## src/rtl/serial_sub_ctrl.sv

```systemverilog
// Bit-serial unsigned subtractor controller.
// A single 1-bit borrow datapath, built from two half-subtractors, processes
// one bit per clock, LSB first. diff/bo update only when the DONE state is
// entered, so they never show partial results.
module serial_sub_ctrl #(
  parameter int WIDTH = 8
) (
  input  logic             clk,
  input  logic             rst_n,
  input  logic             start,
  input  logic [WIDTH-1:0] a,
  input  logic [WIDTH-1:0] b,
  output logic             busy,
  output logic             done,
  output logic [WIDTH-1:0] diff,
  output logic             bo
);

  localparam int CW = (WIDTH > 2) ? $clog2(WIDTH) : 1;
  localparam logic [CW-1:0] LAST = CW'(WIDTH - 1);

  localparam logic [1:0] IDLE = 2'd0;
  localparam logic [1:0] RUN  = 2'd1;
  localparam logic [1:0] DONE = 2'd2;

  logic [1:0]       state;
  logic [WIDTH-1:0] a_sh;
  logic [WIDTH-1:0] b_sh;
  logic [WIDTH-1:0] res_sh;
  logic [WIDTH-1:0] res_next;
  logic [CW-1:0]    cnt;
  logic             bin;

  logic a_i, b_i, d1, b1, d_i, b2, bout;

  // One-bit subtract of the current LSBs against the stored borrow
  always_comb begin
    a_i      = a_sh[0];
    b_i      = b_sh[0];
    d1       = a_i ^ b_i;
    b1       = ~a_i & b_i;
    d_i      = d1 ^ bin;
    b2       = ~d1 & bin;
    bout     = b1 | b2;
    res_next = {d_i, res_sh[WIDTH-1:1]};
  end

  // Control FSM, operand/result shifting and result publication
  always_ff @(posedge clk) begin
    if (!rst_n) begin
      state  <= IDLE;
      a_sh   <= '0;
      b_sh   <= '0;
      res_sh <= '0;
      cnt    <= '0;
      bin    <= 1'b0;
      diff   <= '0;
      bo     <= 1'b0;
    end else begin
      case (state)
        IDLE: begin
          if (start) begin
            a_sh   <= a;
            b_sh   <= b;
            res_sh <= '0;
            cnt    <= '0;
            bin    <= 1'b0;
            state  <= RUN;
          end
        end
        RUN: begin
          a_sh   <= a_sh >> 1;
          b_sh   <= b_sh >> 1;
          res_sh <= res_next;
          bin    <= bout;
          if (cnt == LAST) begin
            cnt   <= '0;
            diff  <= res_next;
            bo    <= bout;
            state <= DONE;
          end else begin
            cnt <= cnt + CW'(1);
          end
        end
        DONE: begin
          state <= IDLE;
        end
        default: begin
          state <= IDLE;
        end
      endcase
    end
  end

  // Status outputs decode directly from the registered state
  assign busy = (state == RUN);
  assign done = (state == DONE);

endmodule

```

## config.mk

```make
export PLATFORM = sky130hd
export DESIGN_NAME = serial_sub_ctrl
export DESIGN_NICKNAME = d
export VERILOG_FILES = /design/src/rtl/serial_sub_ctrl.sv
export SDC_FILE = /design/constraint.sdc
export NUM_CORES = 1
export LEC_CHECK = 0
export CAP_MARGIN = 20
export CELL_PAD_IN_SITES_DETAIL_PLACEMENT = 1
export CELL_PAD_IN_SITES_GLOBAL_PLACEMENT = 1
export CORE_MARGIN = 2
export CORE_UTILIZATION = 35
export CTS_CLUSTER_DIAMETER = 50
export DETAILED_ROUTE_END_ITERATION = 8
export PLACE_DENSITY = 0.7
export SETUP_SLACK_MARGIN = 0.5
export SLEW_MARGIN = 30
export SYNTH_ARGS = -nofsm -noshare
export SYNTH_HDL_FRONTEND = slang
export SYNTH_SLANG_ARGS = --single-unit
```

## constraint.sdc

```tcl
create_clock -name clk -period 2 [get_ports clk]
set_clock_uncertainty 0.2 [all_clocks]
set_input_delay 0.4 -clock clk [delete_from_list [all_inputs] [get_ports clk]]
set_output_delay 0.4 -clock clk [all_outputs]
set_load 0.005 [all_outputs]
```

==> flow_metrics.tcl <==
set metrics [dict create \
    insertion_delay_ns 0.29 \
    clkSinkCount 38 \
    synth_warnings 0 \
    cts_hold_buf 0 \
    wl_um 4708 \
    p_leak_nw 0.9238 \
    vdd_drop_max_mv 0.3096 \
    gp_congestion 0.7433 \
    fin_crit_ns 1.632 \
    rr_worst_depth 4 \
    dr_total_vias 1425 \
    synth_nets 184 \
    fmaxAchievable_ghz 0.6126 \
    drc 0 \
    groute.usage.overall 0.1819 \
    holdWs_ns 0.2676 \
    max_cap_viol_count 0 \
    dpl_cell_area_mm2 0.001884 \
    synth-seq-cells 38 \
    cellPowerDensity_mw_per_mm2 733.9 \
    worst_pin_slew_ns 0.3955 \
    critPathCaptureType "output pin" \
    start_kind "register" \
    timing.final.crit_share 0.8162 \
    io_pins 30 \
    grt_pass1_wl_um 6858 \
    grt_overflow 0 \
    dp_hpwl_um 2558 \
    synthCells 162 \
    outcome "finished, final reports clean" \
    path_max_fanout 4 \
    cts_buffers 5 \
    multi_input_area_um2 828.3 \
    ys_types 25 \
    yosysTopAreaCell "dfxtp_1" \
    design_area_mm2 0.002285 \
    cts_buffer_depth 2 \
    final_max_slew_viol_count 0 \
    antenna_found_initial 0 \
    initial_core_util 0.3583 \
    yosysSeqAreaShare 0.4980 \
    rsz0062_at_grt "yes" \
    max_slew_margin 0.7363 \
    root_buffer "clkbuf_8" \
    area_growth_pct 49.55 \
    fillers 486 \
    required_ns 1.40 \
    h-tree-depth 2 \
    die-area_mm2 0.004909 \
    cts.clk_slew.worst_paths_ns 0.08 \
    timing.rr.end "cnt[0]" \
    port_buffers 29 \
    worstSetupPathType "register to output pin" \
    startpoint "state[1]" \
    grt_pass1_vias 1457 \
    synthTopCellsByArea "dfxtp_1, mux2i_1, o21ai_0" \
    grt_max_degree 38 \
    layout_setup_ws_ns 0.3676 \
    setup_tns_ns 0 \
    setup_viol 0 \
    yosysTopAreaCellShare 0.4980 \
    syn-mean-instance-area_um2 9.430 \
    dr.pass1.iters 4 \
    synth_area_mm2 0.001528 \
    dp_slack_ns 0.003165 \
    antenna_left 0 \
    seqCellArea_um2 780.7 \
    final-hold-violation-count 0 \
    cts_tree "built" \
    drive_gt1_frac 0.3143 \
    dr.first_iter.drc_count 91 \
    cp-endpoint "busy" \
    chipWidth_um 70.07 \
    min_path_type "register to register" \
    coreArea_mm2 0.004264 \
    fin_nets 231 \
    reg2reg_from "cnt[0]" \
    die_height_um 70.07 \
    rrSetupSlack_ns 0.47 \
    wl_per_cell_um 17.97 \
    row_count 24 \
    worstPathArrival_ns 1.03 \
    num_antenna_cells 0 \
    vias_per_cell 5.439 \
]
[logic make-up (layout without fill, tap and decap cells)]
family | count (synthesis) | after routing | synth area share
multiplexers | 15 | 15 | 0.09828
AND/OR/NAND/NOR | 36 | 39 | 0.1122
AO/OA/AOI/OAI | 52 | 52 | 0.2048
flip-flops | 38 | 38 | 0.4980
adder cells (fa/ha/maj) | 3 | 3 | 0.02948
buffers and inverters | 18 | 63 | 0.05733
[flip-flops by register name (all words and copies together), names as in the netlist]
name and count:
a_sh 8, b_sh 8, diff 8, res_sh 7, cnt 3, state 2, bin 1, bo 1
[final cells by class]
class,count,share of cell area
Multi-Input combinational cell,109,0.3625
Sequential cell,38,0.3417
Timing Repair Buffer,50,0.2081
Clock buffer,5,0.03012
Tap cell,52,0.02848
Clock inverter,3,0.01972
Inverter,5,0.009310
[timing repair]
item	4_1_cts	5_1_grt
endpoints found under the setup margin	43	42
pin swaps	2	10
cloned	2	2
endpoints found under the hold margin	0	0
resized for setup	47	39
setup buffers	5	6
[synth_stat cells, drive strengths merged]
| master | instances |
|---|---|
| clkbuf | 6 |
| o31ai | 1 |
| mux2i | 15 |
| o22ai | 9 |
| nand2 | 17 |
| ha | 2 |
| or3 | 1 |
| nor3 | 1 |
| o21ai | 25 |
| nand3b | 1 |
| o32ai | 1 |
| buf | 7 |
| or4 | 1 |
| inv | 5 |
| fa | 1 |
| nor2 | 4 |
| nand3 | 9 |
| nor2b | 1 |
| dfxtp | 38 |
| nand2b | 1 |
| a21oi | 2 |
| o211ai | 14 |
[through the flow]
| stage | utilization | std cells | power (W) |
|---|---|---|---|
| 6_report | 0.5358 | 262 | 0.001677 |
| 5_1_grt | 0.5358 | 262 | 0.001742 |
| 4_1_cts | 0.4968 | 254 | 0.001655 |
| 3_5_place_dp | 0.4419 | 239 | 0.0009769 |
| 3_3_place_gp | 0.4419 | 239 | 0.0009669 |
| 2_1_floorplan | - | 162 | 0.0009079 |
[worst min path at each step]
stage	start	to	slack, ns	cells after the start
6_report	diff[4]	diff[4]	0.27	2
5_1_grt	bin	bin	0.30	2
4_1_cts	diff[4]	diff[4]	0.28	2
3_5_place_dp	diff[4]	diff[4]	0.27	2
3_3_place_gp	bin	bin	0.25	2
2_1_floorplan	bin	bin	0.24	2
[worst max-delay path: stages (launching register included)]
cell,delay (ns)
dfxtp_2,0.33
buf_6,0.12
nand2b_4,0.14
inv_4,0.06
buf_6,0.08
[layer usage]
metal / track usage / up-vias / share of wire
met5: 0 / - / 0
met3: 0.04473 / 7 / 0.037
li1: - / 686 / -
met4: 0.06410 / 0 / 0.013
met1: 0.2042 / 706 / 0.43
met2: 0.3323 / 26 / 0.52
[cell usage in the layout (no fill, tap or decap), drive strengths merged, types with 2 or more instances in the layout]
| cell | count |
|---|---|
| clkdlybuf4s15 | 6 |
| a21oi | 2 |
| or3 | 2 |
| o211ai | 14 |
| o21ai | 25 |
| buf | 22 |
| dlygate4sd2 | 5 |
| inv | 5 |
| nor2 | 4 |
| nand3 | 9 |
| dfxtp | 38 |
| nand2 | 17 |
| o22ai | 9 |
| ha | 2 |
| clkinvlp | 2 |
| mux2i | 15 |
| clkbuf | 6 |
| clkdlybuf4s50 | 16 |
| nand3b | 3 |
[power breakdown]
group / internal, W / switching (W) / total [W]
clock network: 0.000371 / 0.000291 / 0.000662
logic: 0.000106 / 0.000103 / 0.000209
registers: 0.000785 / 0.0000210 / 0.000806
Power figures use the tool's default switching activity.
